File: config.mk
export PLATFORM = sky130hd
export DESIGN_NAME = mskaes_rnd_source_flat
export DESIGN_NICKNAME = d
export VERILOG_FILES = /design/src/rtl/mskaes_rnd_source_if.sv /design/src/rtl/mskaes_rnd_source.sv /design/src/flat_wrapper.sv
export SDC_FILE = /design/constraint.sdc
export NUM_CORES = 1
export LEC_CHECK = 0
export BUFFER_PORTS_ARGS = -buffer_cell sky130_fd_sc_hd__buf_4
export CORE_AREA = 2 2 212 214
export DETAILED_ROUTE_END_ITERATION = 8
export DIE_AREA = 0 0 214 216
export PLACE_DENSITY = 0.67
export SLEW_MARGIN = 10
export SYNTH_ARGS = -nofsm -noshare
export SYNTH_HDL_FRONTEND = slang
export SYNTH_SLANG_ARGS = --single-unit
File: constraint.sdc
create_clock -name clk -period 3.2 [get_ports clk]
set_clock_uncertainty 0.15 [all_clocks]
set_input_delay 0.48 -clock clk [delete_from_list [all_inputs] [get_ports clk]]
set_output_delay 0.48 -clock clk [all_outputs]
set_load 0.005 [all_outputs]
File: src/rtl/mskaes_rnd_source_if.sv
// Seed handshake and randomness bus between a masked-AES datapath and its
// randomness source. The source is the slave; the consumer/seeder is the master.
interface mskaes_rnd_source_if #(
    parameter int rnd_busz = 8,
    parameter int rnd_busb = 8
);
    logic                    seed_valid;
    logic                    seed_ready;
    logic [255:0]            seed;
    logic                    fresh_req;
    logic                    rnd_valid;
    logic [16*rnd_busz-1:0]  RandomZw;
    logic [16*rnd_busb-1:0]  RandomBw;
    logic                    underflow;
    logic [31:0]             adv_cnt;

    modport master (
        output seed_valid, seed, fresh_req,
        input  seed_ready, rnd_valid, RandomZw, RandomBw, underflow, adv_cnt
    );

    modport slave (
        input  seed_valid, seed, fresh_req,
        output seed_ready, rnd_valid, RandomZw, RandomBw, underflow, adv_cnt
    );
endinterface

File: src/rtl/mskaes_rnd_source.sv
// Randomness source for a masked AES S-box layer: two 128-bit LFSRs (fresh masks Z,
// blinding B) advanced 128 steps per clock, with seeding, warm-up and usage counting.
module mskaes_rnd_source #(
    parameter int WARMUP_N = 8,
    parameter int rnd_busz = 8,
    parameter int rnd_busb = 8
) (
    input  logic               clk,
    input  logic               nrst,
    mskaes_rnd_source_if.slave bus
);
    typedef enum logic [1:0] {
        ST_IDLE   = 2'd0,
        ST_WARMUP = 2'd1,
        ST_RUN    = 2'd2
    } state_t;

    localparam state_t      LOAD_ST   = (WARMUP_N == 0) ? ST_RUN : ST_WARMUP;
    localparam logic [7:0]  WARM_LAST = 8'(WARMUP_N - 1);
    localparam logic [31:0] CNT_MAX   = 32'hFFFF_FFFF;

    // One advance: 128 consecutive steps of s <= {s[126:0], s127^s125^s100^s98}.
    function automatic logic [127:0] lfsr_adv128(input logic [127:0] s);
        logic [127:0] v;
        v = s;
        for (int i = 0; i < 128; i++) begin
            v = {v[126:0], v[127] ^ v[125] ^ v[100] ^ v[98]};
        end
        return v;
    endfunction

    // The all-zero state is a fixed point of the LFSR, so it is never loaded.
    function automatic logic [127:0] seed_fix(input logic [127:0] s);
        logic [127:0] r;
        if (s == 128'h0) begin
            r = 128'h1;
        end else begin
            r = s;
        end
        return r;
    endfunction

    state_t       r_state;
    state_t       w_state_nxt;
    logic         r_seed_ready;
    logic         r_rnd_valid;
    logic         r_underflow;
    logic [127:0] r_z;
    logic [127:0] r_b;
    logic [127:0] w_z_nxt;
    logic [127:0] w_b_nxt;
    logic [7:0]   r_warm_cnt;
    logic [7:0]   w_warm_nxt;
    logic [31:0]  r_adv_cnt;
    logic [31:0]  w_cnt_nxt;
    logic         w_xfer;
    logic         w_load;
    logic         w_adv;
    logic         w_cnt_inc;

    assign w_xfer = bus.seed_valid & r_seed_ready;

    // Next-state and control decode; a seed transfer outranks fresh_req in RUN.
    always_comb begin
        w_state_nxt = r_state;
        w_warm_nxt  = r_warm_cnt;
        w_load      = 1'b0;
        w_adv       = 1'b0;
        w_cnt_inc   = 1'b0;
        case (r_state)
            ST_IDLE: begin
                if (w_xfer) begin
                    w_load      = 1'b1;
                    w_warm_nxt  = 8'd0;
                    w_state_nxt = LOAD_ST;
                end else begin
                    w_state_nxt = ST_IDLE;
                end
            end
            ST_WARMUP: begin
                w_adv = 1'b1;
                if (r_warm_cnt == WARM_LAST) begin
                    w_warm_nxt  = 8'd0;
                    w_state_nxt = ST_RUN;
                end else begin
                    w_warm_nxt  = r_warm_cnt + 8'd1;
                    w_state_nxt = ST_WARMUP;
                end
            end
            ST_RUN: begin
                if (w_xfer) begin
                    w_load      = 1'b1;
                    w_warm_nxt  = 8'd0;
                    w_state_nxt = LOAD_ST;
                end else if (bus.fresh_req) begin
                    w_adv       = 1'b1;
                    w_cnt_inc   = 1'b1;
                    w_state_nxt = ST_RUN;
                end else begin
                    w_state_nxt = ST_RUN;
                end
            end
            default: begin
                w_state_nxt = ST_IDLE;
                w_warm_nxt  = 8'd0;
            end
        endcase
    end

    // LFSR and advance-counter datapath.
    always_comb begin
        w_z_nxt   = r_z;
        w_b_nxt   = r_b;
        w_cnt_nxt = r_adv_cnt;
        if (w_load) begin
            w_z_nxt   = seed_fix(bus.seed[127:0]);
            w_b_nxt   = seed_fix(bus.seed[255:128]);
            w_cnt_nxt = 32'h0;
        end else if (w_adv) begin
            w_z_nxt = lfsr_adv128(r_z);
            w_b_nxt = lfsr_adv128(r_b);
            if (w_cnt_inc && (r_adv_cnt != CNT_MAX)) begin
                w_cnt_nxt = r_adv_cnt + 32'd1;
            end else begin
                w_cnt_nxt = r_adv_cnt;
            end
        end else begin
            w_z_nxt   = r_z;
            w_b_nxt   = r_b;
            w_cnt_nxt = r_adv_cnt;
        end
    end

    // State, data and registered handshake/status outputs.
    always_ff @(posedge clk or negedge nrst) begin
        if (!nrst) begin
            r_state      <= ST_IDLE;
            r_z          <= 128'h0;
            r_b          <= 128'h0;
            r_warm_cnt   <= 8'd0;
            r_adv_cnt    <= 32'h0;
            r_seed_ready <= 1'b0;
            r_rnd_valid  <= 1'b0;
            r_underflow  <= 1'b0;
        end else begin
            r_state      <= w_state_nxt;
            r_z          <= w_z_nxt;
            r_b          <= w_b_nxt;
            r_warm_cnt   <= w_warm_nxt;
            r_adv_cnt    <= w_cnt_nxt;
            r_seed_ready <= (w_state_nxt != ST_WARMUP);
            r_rnd_valid  <= (w_state_nxt == ST_RUN);
            r_underflow  <= r_underflow | (bus.fresh_req & ~r_rnd_valid);
        end
    end

    assign bus.seed_ready = r_seed_ready;
    assign bus.rnd_valid  = r_rnd_valid;
    assign bus.RandomZw   = r_z[16*rnd_busz-1:0];
    assign bus.RandomBw   = r_b[16*rnd_busb-1:0];
    assign bus.underflow  = r_underflow;
    assign bus.adv_cnt    = r_adv_cnt;
endmodule

File: src/flat_wrapper.sv
// flat-port wrapper written by rule: the top's interface ports become plain ports
module mskaes_rnd_source_flat 
#(
    parameter int WARMUP_N = 8,
    parameter int rnd_busz = 8,
    parameter int rnd_busb = 8
)
  (clk, nrst, bus_seed_valid, bus_seed, bus_fresh_req, bus_seed_ready, bus_rnd_valid, bus_RandomZw, bus_RandomBw, bus_underflow, bus_adv_cnt);
  mskaes_rnd_source_if #(.rnd_busz(rnd_busz), .rnd_busb(rnd_busb)) bus_i ();
  input  logic clk;
  input  logic nrst;
  input wire logic [$bits(bus_i.seed_valid)-1:0] bus_seed_valid;
  input wire logic [$bits(bus_i.seed)-1:0] bus_seed;
  input wire logic [$bits(bus_i.fresh_req)-1:0] bus_fresh_req;
  output wire logic [$bits(bus_i.seed_ready)-1:0] bus_seed_ready;
  output wire logic [$bits(bus_i.rnd_valid)-1:0] bus_rnd_valid;
  output wire logic [$bits(bus_i.RandomZw)-1:0] bus_RandomZw;
  output wire logic [$bits(bus_i.RandomBw)-1:0] bus_RandomBw;
  output wire logic [$bits(bus_i.underflow)-1:0] bus_underflow;
  output wire logic [$bits(bus_i.adv_cnt)-1:0] bus_adv_cnt;
  assign bus_i.seed_valid = bus_seed_valid;
  assign bus_i.seed = bus_seed;
  assign bus_i.fresh_req = bus_fresh_req;
  assign bus_seed_ready = bus_i.seed_ready;
  assign bus_rnd_valid = bus_i.rnd_valid;
  assign bus_RandomZw = bus_i.RandomZw;
  assign bus_RandomBw = bus_i.RandomBw;
  assign bus_underflow = bus_i.underflow;
  assign bus_adv_cnt = bus_i.adv_cnt;
  mskaes_rnd_source #(.WARMUP_N(WARMUP_N), .rnd_busz(rnd_busz), .rnd_busb(rnd_busb)) u_core (.clk(clk), .nrst(nrst), .bus(bus_i));
endmodule
After elaboration in Yosys (flattened, before gate mapping):

Index checks and enable logic that the tools add are counted.

* flip-flop bits (word level): 301
* latch bits: 0
* bits in writable memories: 0
* ROM bits: 0
* output and inout bits: 291
* memories kept: 0

* $add $sub $neg: 2
* $mul: 0
* divide/modulo/power cells: 0
* magnitude comparators: 0
* equal/unequal tests: 7
* shift-type cells: 0
* muxes and demuxes: 22
* bitwise operators: 772
* reduce and logical (&&, ||, !) cells: 8

Operators by type and width (number)
* 128-bit 2-to-1 mux: 6
* 1-bit XOR: 768
* 128-bit logical NOT: 2
* 32-bit 2-to-1 mux: 3
* 32-bit by 1-bit adder with 32-bit output (second input constant): 1
* 32-bit inequality test (second input constant): 1
* 8-bit 2-to-1 mux: 2
* 8-bit one-hot mux with 2 select lines: 1
* 8-bit by 1-bit adder with 8-bit output (second input constant): 1
* 8-bit by 3-bit == test with 1-bit output (second input constant): 1
* 1-bit 2-to-1 mux: 6
* 2-bit one-hot mux with 3 select lines: 1
* 2-bit == test (second input constant): 2
* 2-bit 2-to-1 mux: 2
* 2-bit by 1-bit inequality test with 1-bit output (second input constant): 2
* 2-bit nonzero test: 2
* 1-bit bitwise AND: 2
* 2-bit by 1-bit == test with 1-bit output (second input constant): 1
* 2-bit logical NOT: 1
* 1-bit one-hot mux with 2 select lines: 1
* 2-bit AND reduction: 1
* 2-bit OR reduction: 1
* 1-bit logical AND: 1
* 1-bit inverter: 1
* 1-bit OR: 1

Longest topological paths before layout:

* depth in word-level cells: 8
* gate-level depth with buffers: 9

Worst setup path before layout:

Ideal clock, no wire load.

* path kind: reg-to-reg
* start point: reg u_core.r_adv_cnt[0] (netlist: u_core.bus.adv_cnt[0])
* end point: reg u_core.r_adv_cnt[3] (netlist: u_core.bus.adv_cnt[3])
* library setup time: 0.129 ns
* arrival time: 2.000 ns
* data required time: 2.921 ns
* setup slack: 0.921 ns
* cell stages (with the launch flop): 10
* buffers on the path: 2
* path through: dfrtp_1 > ha_1 > and3_1 > and2_1 > clkbuf_1 > nand4_1 > clkbuf_1 > nand2_1 > o211ai_1 > o31ai_1

* longest elaborated chain between the ends: 4
* elaborated cells on any way between the ends: 8
* classes of those cells: add/sub (1); eq/ne (1); mux (3); reduce/logical (3)

RTL lines
* start, declared: RTL line mskaes_rnd_source.sv:54 `logic [31:0] r_adv_cnt;`
* start signal, assigned: RTL line mskaes_rnd_source.sv:150 `r_adv_cnt <= w_cnt_nxt;`
* 32-bit by 1-bit adder with 32-bit output or 32-bit inequality test (tied branches): RTL line mskaes_rnd_source.sv:123, mskaes_rnd_source.sv:122
* 32-bit 2-to-1 mux or 1-bit logical AND (tied branches): RTL line mskaes_rnd_source.sv:122 `if (w_cnt_inc && (r_adv_cnt != CNT_MAX)) begin`
* 32-bit 2-to-1 mux or 2-bit nonzero test (tied branches)
* 32-bit 2-to-1 mux or 2-bit AND reduction (tied branches)

Parallel ways exist; a longest one is shown, timed or not. The select of a mux whose other input is x is not followed.
A chain may end at the register's enable or synchronous reset.

Final worst setup path:

Same ends and word-level chain as after synthesis.

==> results.tsv <==
metric	value	unit
synth_top_family_by_area	XOR/XNOR gates	
ant_nets	0	
cp_top_family	simple AND/OR/NAND/NOR gates	
antenna_found_initial	2	
r2r_cells	7	
cp_max_fo	15	
synth_compound_area_frac	0.0762	
worst_path_max_delay_cell	nand4_1	
crit_path_end_kind	register	
critPathArrivalTime	2.86	ns
crit_path_cell_trace	ha_1 > and3_1 > and2_1 > nand4_1 > nand2_1 > o211ai_1 > o31ai_1	
min_path_type	in -> reg	
timing.rr.start	u_core.bus.adv_cnt[0]$_DFFE_PN0P_	
hp-start	bus_seed[116]	
period_share	0.802	
grt_max_degree	100	
synthSimpleGateAreaFrac	0.159	
grt_usage	0.328	
fin_area	0.0261	mm2
busiest_layer	met2	
yosys.area.top_type_share	0.383	
cts_resized	0	
synth-seq-cells	301	
ir_worst_vdd	0.663	mV
synth_edf_count	0	
clk_pin_slew	0.05	ns
port_buffers	550	
cts-root-buf	clkbuf_16	
wirelength	77300	um
drc	0	
clock-sinks	301	
tns	0	ns
worstPathRequired	3.50	ns
slew_headroom	0.388	
cp_slowest_stage_delay	0.57	ns
switching_share	0.456	
cp-start-kind	register	
fp.coreArea	0.0438	mm2
path_depth	7	
grt_use_met3	0.0538	
leakage	0.0113	uW
first_iter_violations	1664	
cts_tree	yes	
cp_num_buf_inv	0	
syn_inst	2227	
power.share.clock	0.108	
powerDensity	1480	mW/mm2
dpl_cell_area	0.0246	mm2
startpoint	u_core.bus.adv_cnt[0]$_DFFE_PN0P_	
yosysMostFrequentCell	nor2_1	
pwr-share-comb	0.635	
period_needed	2.57	ns
dieArea	0.0462	mm2
ioPinCount	551	
grt_pass1_wl	116000	um
post-dp-hpwl	59900	um
synth_fa_ha_area_frac	0.00382	
die_y	216	um
fmax	0.390	GHz
syn2layout_area_growth	32.8	%
netSwitchingPower	17700	uW
via_per_inst	5.44	
tightestPinTransition	0.915	ns
grt.overflow.total	0	
clk_latency	0.56	ns
synth_flop_cell	dfrtp_1	
layout-drive-gt1-share	0.231	
internal_power	21000	uW
nets	3048	
slew_violations	0	
p_seq_frac	0.257	
syn_avg_cell_area	8.83	um2
start_util	0.449	
grtUsageMet2	0.548	
status	completed	
synthArstFlopShare	1.00	
synthesis.nets	2493	
hold_buffers	32	
synth_area	0.0197	mm2
synth.area.top_cells	dfrtp_1 38%, xnor2_1 19%, xor2_1 17%	
dr.pass1.iters	6	
die_w	214	um
clk_path_buf_depth	3	
whs_path_depth	3	
numCtsBuffers	38	
wl_per_cell	22.7	um
vias	18500	
yosysTopAreaCell	dfrtp_1	
htree_levels	2	
hold_viol_final	0	
nFillCells	3928	
crit_type	reg -> reg	
synth_xor_area_frac	0.358	
post_cts_buffers	0	
met1_usage	0.423	
rows	77	
rsz0062_at_grt	false	
synth_common_cells	428 x nor2_1, 416 x xnor2_1, 387 x xor2_1, 301 x dfrtp_1, 204 x a21oi_1	
drv_cap	0	
synth_cell_type_count	39	
muxShareOfSynthArea	0	
ys_seq_area_frac	0.383	
grt_pass1_vias	18300	
globalplace.congestion	1.02	
setup_viol	0	
ys_warn_count	0	
[layer usage]
metal / vias to the layer above / share of wire
li1: 8370 / -
met1: 9126 / 0.40
met2: 858 / 0.48
met3: 164 / 0.070
met4: 0 / 0.045
met5: - / 0
[worst register-to-register path, delay by kind of cell, from the launching register on]
family	cells	cell delay [ns]
simple gates	4	1.49
flops	1	0.43
compound gates	2	0.22
fa+ha+maj	1	0.20
[layout by cell type (no fill, tap or decap), types with 2 or more instances in the layout]
cell type / n
o31ai_1: 6
nor2b_1: 2
dfrtp_1: 301
nand4_1: 27
and4_1: 3
inv_1: 6
clkinv_2: 6
nor2_1: 427
and3_1: 16
nand3_1: 27
buf_4: 565
clkbuf_16: 39
a211oi_1: 2
diode_2: 2
clkbuf_8: 9
and2_1: 3
nor4_1: 70
o21ai_0: 69
or3_1: 3
nor3_1: 2
a21oi_1: 204
buf_12: 15
clkbuf_1: 10
nand2_1: 132
and3_2: 2
dlygate4sd3_1: 32
xor2_1: 387
xnor2_1: 416
ha_1: 6
[area by class of cell]
class | count | area, um2 | share of cell area
Inverter | 7 | 26.3 | 0.00101
Clock buffer | 58 | 1140 | 0.0435
Antenna cell | 2 | 5.00 | 0.000192
Timing Repair Buffer | 613 | 4880 | 0.187
Tap cell | 592 | 741 | 0.0284
Multi-Input combinational cell | 1821 | 11800 | 0.450
Clock inverter | 7 | 38.8 | 0.00149
Sequential cell | 301 | 7530 | 0.288
[final timing paths]
path,endpoint,slack (ns)
setup reg to reg,u_core.bus.adv_cnt[3]$_DFFE_PN0P_,0.63
max in group asynchronous,u_core.bus.RandomZw[66]$_DFFE_PN0P_,1.78
hold reg to reg,u_core.bus.underflow$_DFF_PN0_,0.33
hold / removal,u_core.bus.RandomZw[116]$_DFFE_PN0P_,0.02
min in group asynchronous,u_core.bus.RandomBw[117]$_DFFE_PN0P_,0.29
setup / recovery,u_core.bus.adv_cnt[3]$_DFFE_PN0P_,0.63
[power by group through the flow]
stage / clock, uW / sequential, uW / combinational [uW]
detailed placement: 0 / 9900 / 24300
global placement: 0 / 9850 / 23800
floorplan: 0 / 8790 / 17600
CTS: 4240 / 9860 / 24600
finish: 4180 / 9950 / 24600
global route: 4390 / 10100 / 27100
[through the flow]
step / hold slack [ns] / std cells / utilization / setup WS, ns / total power (uW)
floorplan: 0.0344 / 2227 / - / 0.921 / 26400
global placement: 0.279 / 3302 / 0.562 / 0.707 / 33700
detailed placement: 0.277 / 3302 / 0.562 / 0.688 / 34200
CTS: 0.00151 / 3399 / 0.596 / 0.682 / 38700
global route: 0.0137 / 3401 / 0.596 / 0.495 / 41600
finish: 0.0208 / 3401 / 0.596 / 0.635 / 38700
[logic make-up (layout without fill, tap and decap cells)]
family / Yosys count / in the layout
XOR/XNOR: 803 / 803
AND/OR/NAND/NOR: 724 / 724
flip-flops: 301 / 301
AO/OA/AOI/OAI: 288 / 288
buffers and inverters: 105 / 685
adder cells (fa/ha/maj): 6 / 6
other: 0 / 2
[state kept, by name (all words and copies together) (netlist names)]
| register | flops |
|---|---|
| u_core.bus.RandomBw | 128 |
| u_core.bus.RandomZw | 128 |
| u_core.bus.adv_cnt | 32 |
| u_core.r_warm_cnt | 8 |
| u_core.r_state | 2 |
| u_core.bus.rnd_valid | 1 |
| u_core.bus.seed_ready | 1 |
| u_core.bus.underflow | 1 |
No activity file was read; power rests on OpenSTA's default activity.
